### src/rtl/calendario_ctrl_if.sv
// Bundle of pulse inputs and registered date/status outputs of the calendar controller.
// The bench side takes master; the controller takes slave.
interface calendario_ctrl_if;
   logic       tick;
   logic       mode;
   logic       inc;
   logic [3:0] du;
   logic [3:0] dd;
   logic [3:0] mu;
   logic [3:0] md;
   logic [1:0] state;
   logic       wrap;
   logic       busy;
   logic       ovf;

   modport master (
      output tick, mode, inc,
      input  du, dd, mu, md, state, wrap, busy, ovf
   );

   modport slave (
      input  tick, mode, inc,
      output du, dd, mu, md, state, wrap, busy, ovf
   );
endinterface

### src/rtl/calendario_ctrl.sv
// BCD day/month calendar with a mode/inc edit FSM. Ticks that arrive while editing
// are counted and replayed one day per cycle once the FSM returns to RUN.
module calendario_ctrl #(
   parameter int FEB_DAYS = 28,
   parameter int PEND_W   = 5
) (
   input logic              clk,
   input logic              rst,
   calendario_ctrl_if.slave bus
);

   typedef enum logic [1:0] {
      RUN   = 2'd0,
      SET_M = 2'd1,
      SET_D = 2'd2
   } state_t;

   localparam logic [PEND_W-1:0] COUNT_MAX = '1;

   state_t            state_reg, state_next;
   logic [3:0]        du_reg, du_next;
   logic [3:0]        dd_reg, dd_next;
   logic [3:0]        mu_reg, mu_next;
   logic [3:0]        md_reg, md_next;
   logic [PEND_W-1:0] count_reg, count_next;
   logic              wrap_reg, wrap_next;
   logic              busy_reg, busy_next;
   logic              ovf_reg, ovf_next;

   logic [4:0]        day_cur, day_last, day_new;
   logic [3:0]        month_cur, month_new;

   function automatic logic [4:0] last_of(input logic [3:0] m);
      case (m)
         4'd2:                    return 5'(FEB_DAYS);
         4'd4, 4'd6, 4'd9, 4'd11: return 5'd30;
         default:                 return 5'd31;
      endcase
   endfunction

   // Values never exceed 31, so a three-step tens compare is enough.
   function automatic logic [7:0] to_bcd(input logic [4:0] v);
      logic [3:0] tens;
      logic [3:0] units;
      if (v >= 5'd30)      tens = 4'd3;
      else if (v >= 5'd20) tens = 4'd2;
      else if (v >= 5'd10) tens = 4'd1;
      else                 tens = 4'd0;
      units = 4'(v - {1'b0, tens} * 5'd10);
      return {tens, units};
   endfunction

   always_comb begin
      day_cur   = {1'b0, dd_reg} * 5'd10 + {1'b0, du_reg};
      month_cur = md_reg * 4'd10 + mu_reg;
      day_last  = last_of(month_cur);
   end

   always_comb begin
      state_next = state_reg;
      day_new    = day_cur;
      month_new  = month_cur;
      count_next = count_reg;
      wrap_next  = 1'b0;
      ovf_next   = ovf_reg;

      case (state_reg)
         RUN: begin
            // A live tick and a pending replay share the same single-day advance.
            if (bus.tick || count_reg != '0) begin
               if (day_cur < day_last) begin
                  day_new = day_cur + 5'd1;
               end else begin
                  day_new = 5'd1;
                  if (month_cur == 4'd12) begin
                     month_new = 4'd1;
                     wrap_next = 1'b1;
                  end else begin
                     month_new = month_cur + 4'd1;
                  end
               end
               if (!bus.tick && count_reg != '0)
                  count_next = count_reg - 1'b1;
            end
            if (bus.mode)
               state_next = SET_M;
         end

         SET_M, SET_D: begin
            if (bus.tick) begin
               if (count_reg == COUNT_MAX) ovf_next = 1'b1;
               else                        count_next = count_reg + 1'b1;
            end
            if (bus.mode) begin
               if (state_reg == SET_M) begin
                  state_next = SET_D;
                  if (day_cur > day_last)
                     day_new = day_last;
               end else begin
                  state_next = RUN;
               end
            end else if (bus.inc) begin
               if (state_reg == SET_M)
                  month_new = (month_cur == 4'd12) ? 4'd1 : month_cur + 4'd1;
               else
                  day_new = (day_cur >= day_last) ? 5'd1 : day_cur + 5'd1;
            end
         end

         default: state_next = RUN;
      endcase

      busy_next          = (count_next != '0);
      {dd_next, du_next} = to_bcd(day_new);
      {md_next, mu_next} = to_bcd({1'b0, month_new});
   end

   always_ff @(posedge clk or negedge rst) begin
      if (!rst) begin
         state_reg <= RUN;
         du_reg    <= 4'd1;
         dd_reg    <= 4'd0;
         mu_reg    <= 4'd1;
         md_reg    <= 4'd0;
         count_reg <= '0;
         wrap_reg  <= 1'b0;
         busy_reg  <= 1'b0;
         ovf_reg   <= 1'b0;
      end else begin
         state_reg <= state_next;
         du_reg    <= du_next;
         dd_reg    <= dd_next;
         mu_reg    <= mu_next;
         md_reg    <= md_next;
         count_reg <= count_next;
         wrap_reg  <= wrap_next;
         busy_reg  <= busy_next;
         ovf_reg   <= ovf_next;
      end
   end

   assign bus.du    = du_reg;
   assign bus.dd    = dd_reg;
   assign bus.mu    = mu_reg;
   assign bus.md    = md_reg;
   assign bus.state = state_reg;
   assign bus.wrap  = wrap_reg;
   assign bus.busy  = busy_reg;
   assign bus.ovf   = ovf_reg;

endmodule

### src/flat_wrapper.sv
// flat-port wrapper written by rule: the top's interface ports become plain ports
module calendario_ctrl_flat 
#(
   parameter int FEB_DAYS = 28,
   parameter int PEND_W   = 5
)
  (clk, rst, bus_tick, bus_mode, bus_inc, bus_du, bus_dd, bus_mu, bus_md, bus_state, bus_wrap, bus_busy, bus_ovf);
  calendario_ctrl_if bus_i ();
  input logic clk;
  input logic rst;
  input wire logic [$bits(bus_i.tick)-1:0] bus_tick;
  input wire logic [$bits(bus_i.mode)-1:0] bus_mode;
  input wire logic [$bits(bus_i.inc)-1:0] bus_inc;
  output wire logic [$bits(bus_i.du)-1:0] bus_du;
  output wire logic [$bits(bus_i.dd)-1:0] bus_dd;
  output wire logic [$bits(bus_i.mu)-1:0] bus_mu;
  output wire logic [$bits(bus_i.md)-1:0] bus_md;
  output wire logic [$bits(bus_i.state)-1:0] bus_state;
  output wire logic [$bits(bus_i.wrap)-1:0] bus_wrap;
  output wire logic [$bits(bus_i.busy)-1:0] bus_busy;
  output wire logic [$bits(bus_i.ovf)-1:0] bus_ovf;
  assign bus_i.tick = bus_tick;
  assign bus_i.mode = bus_mode;
  assign bus_i.inc = bus_inc;
  assign bus_du = bus_i.du;
  assign bus_dd = bus_i.dd;
  assign bus_mu = bus_i.mu;
  assign bus_md = bus_i.md;
  assign bus_state = bus_i.state;
  assign bus_wrap = bus_i.wrap;
  assign bus_busy = bus_i.busy;
  assign bus_ovf = bus_i.ovf;
  calendario_ctrl #(.FEB_DAYS(FEB_DAYS), .PEND_W(PEND_W)) u_core (.clk(clk), .rst(rst), .bus(bus_i));
endmodule
### config.mk
export PLATFORM = sky130hd
export DESIGN_NAME = calendario_ctrl_flat
export DESIGN_NICKNAME = d
export VERILOG_FILES = /design/src/rtl/calendario_ctrl_if.sv /design/src/rtl/calendario_ctrl.sv /design/src/flat_wrapper.sv
export SDC_FILE = /design/constraint.sdc
export NUM_CORES = 1
export LEC_CHECK = 0
export ABC_CLOCK_PERIOD_IN_PS = 9400
export CAP_MARGIN = 5
export CORE_ASPECT_RATIO = 0.9
export CORE_MARGIN = 5
export CORE_UTILIZATION = 50
export DETAILED_ROUTE_END_ITERATION = 6
export PLACE_DENSITY = 0.71
export RECOVER_POWER = 25
export SKIP_LAST_GASP = 1
export SLEW_MARGIN = 0
export SYNTH_ARGS = -nofsm -noshare
export SYNTH_HDL_FRONTEND = slang
export SYNTH_SLANG_ARGS = --single-unit
### constraint.sdc
create_clock -name clk -period 9.4 [get_ports clk]
set_input_delay 0.94 -clock clk [delete_from_list [all_inputs] [get_ports clk]]
set_output_delay 0.94 -clock clk [all_outputs]
set_load 0.03 [all_outputs]
### Word level (Yosys, flattened, before mapping)

Index checks and enable logic that the tools add are counted.

| cells by class | value |
|---|---|
| equal/unequal tests | 11 |
| multipliers | 4 |
| reductions and logical operators | 10 |
| muxes and demuxes | 36 |
| $add $sub $neg | 8 |
| magnitude comparators | 9 |

Operator list:

| kind | number |
|---|---|
| two-way mux 5 bit | 12 |
| two-way mux 4 bit | 10 |
| one-hot mux 5 bit (2 select lines) | 2 |
| == test 4 bit, second input constant | 3 |
| multiplier 4 x 3 -> 3 bit, second input constant | 3 |
| adder 5 x 1 -> 5 bit, second input constant | 2 |
| greater-or-equal comparator 4 x 5 -> 1 bit, second input constant | 2 |
| greater-or-equal comparator 5 bit, second input constant | 2 |
| nonzero test 5 bit | 2 |
| == test 4 x 3 -> 1 bit, second input constant | 2 |
| one-hot mux 2 bit (2 select lines) | 2 |
| one-hot mux 4 bit (2 select lines) | 1 |
| subtractor 4 bit | 2 |
| two-way mux 1 bit | 6 |
| two-way mux 2 bit | 3 |
| adder 5 x 4 -> 5 bit | 1 |
| == test 5 bit, second input constant | 1 |
| greater-or-equal comparator 5 x 4 -> 1 bit, second input constant | 1 |
| greater-or-equal comparator 5 bit | 1 |
| greater-than comparator 5 bit | 1 |
| less-than comparator 5 bit | 1 |
| subtractor 5 x 1 -> 5 bit, second input constant | 1 |
| adder 4 x 1 -> 4 bit, second input constant | 1 |
| adder 4 bit | 1 |
| other kinds (14) | 15 |

| storage, ports and cells | value |
|---|---|
| flip-flop bits (word level) | 26 |
| input bits | 5 |

### Longest topological paths before layout

| depth | value |
|---|---|
| depth in word-level cells | 17 |
| depth in mapped cells | 19 |
| depth with buffers taken out | 19 |

### Worst setup path before layout

No wires, ideal clock.

| path | value |
|---|---|
| kind | register to register |
| from | register u_core.md_reg[0] (netlist: u_core.bus.md[0]) |
| to | register u_core.du_reg[3] (netlist: u_core.bus.du[3]) |
| required time | 9.272 ns |
| library setup time | 0.128 ns |
| data arrival time | 4.111 ns |
| path slack | 5.161 ns |
| clock period less this slack | 4.239 ns |
| stages on the path, launching flop included | 20 |
| cell sequence | dfrtp_1 ha_1 ha_1 xnor2_1 xnor2_1 nor2_1 a21oi_1 ha_1 nand2b_1 a21oi_1 nor4_1 a2111o_1 a41oi_2 nor2_1 o21ai_0 mux2_2 ha_1 inv_1 fa_1 xor2_1 |

| between the ends | value |
|---|---|
| word-level cells in the longest chain between the ends | 17 |
| elaborated cells between the ends (all ways) | 29 |
| those cells by class | add/sub: 2; mul: 2; order compare: 6; eq/ne: 5; mux: 13; reduce/logical: 1 |

RTL lines:

| what | line | source |
|---|---|---|
| from (decl) | calendario_ctrl.sv:24 | `logic [3:0] md_reg, md_next;` |
| from (signal assigned) | calendario_ctrl.sv:134 | `md_reg <= md_next;` |
| multiplier 4 x 3 -> 3 bit (*) | calendario_ctrl.sv:55 | `month_cur = md_reg * 4'd10 + mu_reg;` |
| adder 4 bit (*) | calendario_ctrl.sv:55 |  |
| == test 4 x 3 -> 1 bit or == test 4 bit (tied branches) | calendario_ctrl.sv:34 | `case (m)` |
| OR reduction 4 bit | calendario_ctrl.sv:34 |  |
| one-hot mux 2 bit (2 select lines) (*) | calendario_ctrl.sv:34 |  |
| greater-or-equal comparator 5 bit | calendario_ctrl.sv:106 | `day_new = (day_cur >= day_last) ? 5'd1 : day_cur + 5'd1;` |
| two-way mux 5 bit | calendario_ctrl.sv:106 |  |
| two-way mux 5 bit | calendario_ctrl.sv:103 | `if (state_reg == SET_M)` |
| (+3 left out) | -- |  |
| greater-or-equal comparator 5 x 4 -> 1 bit | calendario_ctrl.sv:47 | `else if (v >= 5'd10) tens = 4'd1;` |
| two-way mux 1 bit | calendario_ctrl.sv:47 |  |
| two-way mux 4 bit | calendario_ctrl.sv:46 | `else if (v >= 5'd20) tens = 4'd2;` |
| two-way mux 4 bit (*) | calendario_ctrl.sv:45 | `if (v >= 5'd30) tens = 4'd3;` |
| net u_core.dd_next[0] | calendario_ctrl.sv:22 | `logic [3:0] dd_reg, dd_next;` |
| multiplier 4 x 3 -> 3 bit (*) | calendario_ctrl.sv:49 | `units = 4'(v - {1'b0, tens} * 5'd10);` |
| subtractor 4 bit (*) | calendario_ctrl.sv:49 |  |
| net u_core.du_next[3] | calendario_ctrl.sv:21 | `logic [3:0] du_reg, du_next;` |
| to (signal assigned) | calendario_ctrl.sv:131 | `du_reg <= du_next;` |
| to (decl) | calendario_ctrl.sv:21 |  |

The timed path passes the listed nets; every way through them passes the cells marked *.
A chain may end at the register's enable or synchronous reset.

### Worst setup path in the final report

Same ends and word-level chain as after synthesis.

==> results.py <==
metrics = {
    "status": {
        "outcome": "completed",
    },
    "placement": {
        "numPortBuffers": 20,
        "pre_cts_slack_ns": 4.84,
        "dpl.hpwl_um": 3590,
        "gp_congestion": 0.936,
    },
    "timing": {
        "rsz0062_at_grt": "no",
        "tightest_slew_ns": 0.983,
        "maxSlewViolCount": 0,
        "finClkSkew_ns": 0.00773,
        "setup_slack_ns": 4.78,
        "tns_ns": 0,
        "timing.slew.headroom_pct": 34.3,
        "whs_ns": 0.490,
        "fin_crit_sh_pct": 49.2,
        "fmax_mhz": 216,
        "hold_viol": 0,
        "period_minus_slack_ns": 4.62,
        "finalSetupViolations": 0,
    },
    "setup_path": {
        "required_ns": 9.55,
        "end_kind": "flip-flop",
        "worstSetupPathType": "reg2reg",
        "worstReg2RegStart": "u_core.bus.md[0]$_DFF_PN0_",
        "cp-startpoint": "u_core.bus.md[0]$_DFF_PN0_",
        "cp-start-kind": "flip-flop",
        "critPathArrivalTime_ns": 4.77,
        "crit_fanout": 8,
    },
    "synthesis": {
        "ys_types": 68,
        "syn_area_um2": 2100,
        "synth-async-reset-ratio_pct": 100,
        "synth.area.top_cells": "dfrtp_1 23%, ha_1 12%, a21oi_1 6.4%",
        "yosys_warnings": 0,
        "synth_edf_count": 0,
        "yosys.area.top_type": "dfrtp_1",
        "ys_seq_area_share_pct": 25.2,
        "synth_seq_cells": 21,
        "synth_top_area_share_pct": 22.7,
        "synthMostInstantiatedCell": "a21oi_1",
        "synthTopCellsByCount": "27 x a21oi_1, 21 x inv_1, 20 x ha_1",
        "synth_flop_cell": "dfrtp_1",
        "syn_area_per_cell_um2": 8.39,
        "syn_inst": 250,
    },
    "finish": {
        "nets": 289,
        "diodes": 0,
        "syn_to_final_growth_pct": 11.3,
        "largest_register_ffs": 5,
        "drive_gt1_share_pct": 11.5,
    },
    "grt": {
        "globalRouteTotalUtil_pct": 18.3,
        "grt_pass1_vias": 1724,
        "grt_overflow": 0,
        "grt_pass1_wl_um": 8340,
        "antenna_found_initial": 0,
        "grt_max_degree": 22,
    },
    "clocking": {
        "cts_tree": "done",
        "path_clk_slew_ns": 0.09,
        "cts_setup_buffers": 0,
        "cts_inserted_buffers": 3,
        "cts_root_buf": "clkbuf_8",
        "cts_max_path_buffers": 2,
        "cts_hold_buf": 0,
        "cts-resized-gates": 0,
        "h-tree-depth": 1,
        "clock_latency_ns": 0.26,
        "cts_sinks": 21,
    },
    "floorplanning": {
        "rows": 22,
        "die_area_um2": 5590,
        "initial_core_util_pct": 51.5,
        "die_x_um": 78.3,
        "die_height_um": 71.5,
        "io_pins": 26,
        "core_area_um2": 4070,
    },
    "routing": {
        "postRouteAntennaNets": 0,
        "vias": 1827,
        "wire_per_inst_um": 15.7,
        "drcViolationCount": 0,
        "detail_route.vias_per_cell": 5.91,
        "dr.pass1.iters": 5,
        "wl_um": 4840,
        "drt_iter0_drc": 102,
    },
    "job": {
        "maxCapViolCount": 0,
    },
    "power": {
        "max-vdd-ir-drop_mv": 0.205,
        "p_per_area_nw_per_um2": 385,
        "power.leakage_nw": 1.01,
        "totalPowerFinal_w": 0.000899,
    },
    "min_path": {
        "hold_class": "reg2reg",
        "hold_start": "u_core.bus.ovf$_DFFE_PN0P_",
    },
}
where the power goes:
group,leakage (nW),switching [W],internal [W]
logic,0.720,0.000405,0.000265
registers,0.269,0.0000396,0.000129
clock network,0.0255,0.0000317,0.0000295
total,1.01,0.000476,0.000423
through the flow:
stage               utilization (%)  cell area [um2]  cells
CTS                            57.3             2330    309
finish                         57.3             2330    309
global route                   57.3             2330    309
detailed placement             56.2             2290    305
floorplan                         -             2110    254
global placement               56.2             2290    305
cell type report:
cell class	instances	area, um2
sequential	21	528
multi-input combinational	195	1420
timing repair buffer	20	200
clock buffer	3	41.3
inverter	21	78.8
clock inverter	1	5.00
tap	48	60.1
fill	396	1740
worst paths after layout:
check	slack [ns]	endpoint	depth (start not counted)
min reg2reg	0.49	u_core.bus.ovf$_DFFE_PN0P_	1
max in group asynchronous	7.52	u_core.bus.mu[1]$_DFF_PN0_	1
max reg2reg	4.78	u_core.bus.du[3]$_DFF_PN0_	19
min	0.49	u_core.bus.ovf$_DFFE_PN0P_	1
min in group asynchronous	1.28	u_core.count_reg[4]$_DFF_PN0_	1
max	4.78	u_core.bus.du[3]$_DFF_PN0_	19
cell usage in the layout, fill, tap and decap left out, types with 3 or more instances in the layout:
cell,count
a21oi_1,27
a22oi_1,3
a31oi_1,5
clkbuf_8,3
clkdlybuf4s50_1,17
conb_1,5
dfrtp_1,19
dlygate4sd3_1,3
ha_1,20
inv_1,21
mux2i_1,3
nand2_1,14
nand3_1,7
nand4_1,4
nor2_1,19
nor2b_1,4
nor3_1,4
nor4_1,4
o21ai_0,12
o21ai_2,3
or3_1,3
xnor2_1,3
critical path, stage by stage, from the launching register on:
cell	delay [ns]
dfrtp_1	0.41
ha_1	0.22
ha_1	0.19
xnor2_1	0.13
xnor2_1	0.49
nor2_1	0.12
a21oi_1	0.23
ha_1	0.28
nand2b_1	0.15
a21oi_1	0.28
nor4_1	0.13
a2111o_1	0.37
a41oi_2	0.33
nor2_1	0.12
o21ai_0	0.17
mux2_2	0.19
ha_1	0.13
inv_1	0.04
fa_1	0.36
xor2_1	0.17
routing by layer:
layer | GRT usage [%] | vias to the layer above | share of wire, %
li1 | - | 914 | -
met2 | 28.2 | 41 | 47
met5 | 0 | - | 0
met1 | 27.1 | 870 | 48
met4 | 5.83 | 0 | 0.99
met3 | 1.63 | 2 | 4.3
logic make-up (layout without fill, tap and decap cells):
family	Yosys count	after routing	synth area share, %
buffers and inverters	38	45	7.81
AO/OA/AOI/OAI	76	76	24.9
XOR/XNOR	6	6	3.22
flip-flops	21	21	25.2
AND/OR/NAND/NOR	80	80	21.8
adder cells (fa/ha/maj)	22	22	13.8
multiplexers	6	6	3.04
other	1	5	0.179
(Power assumes the default switching activity.)
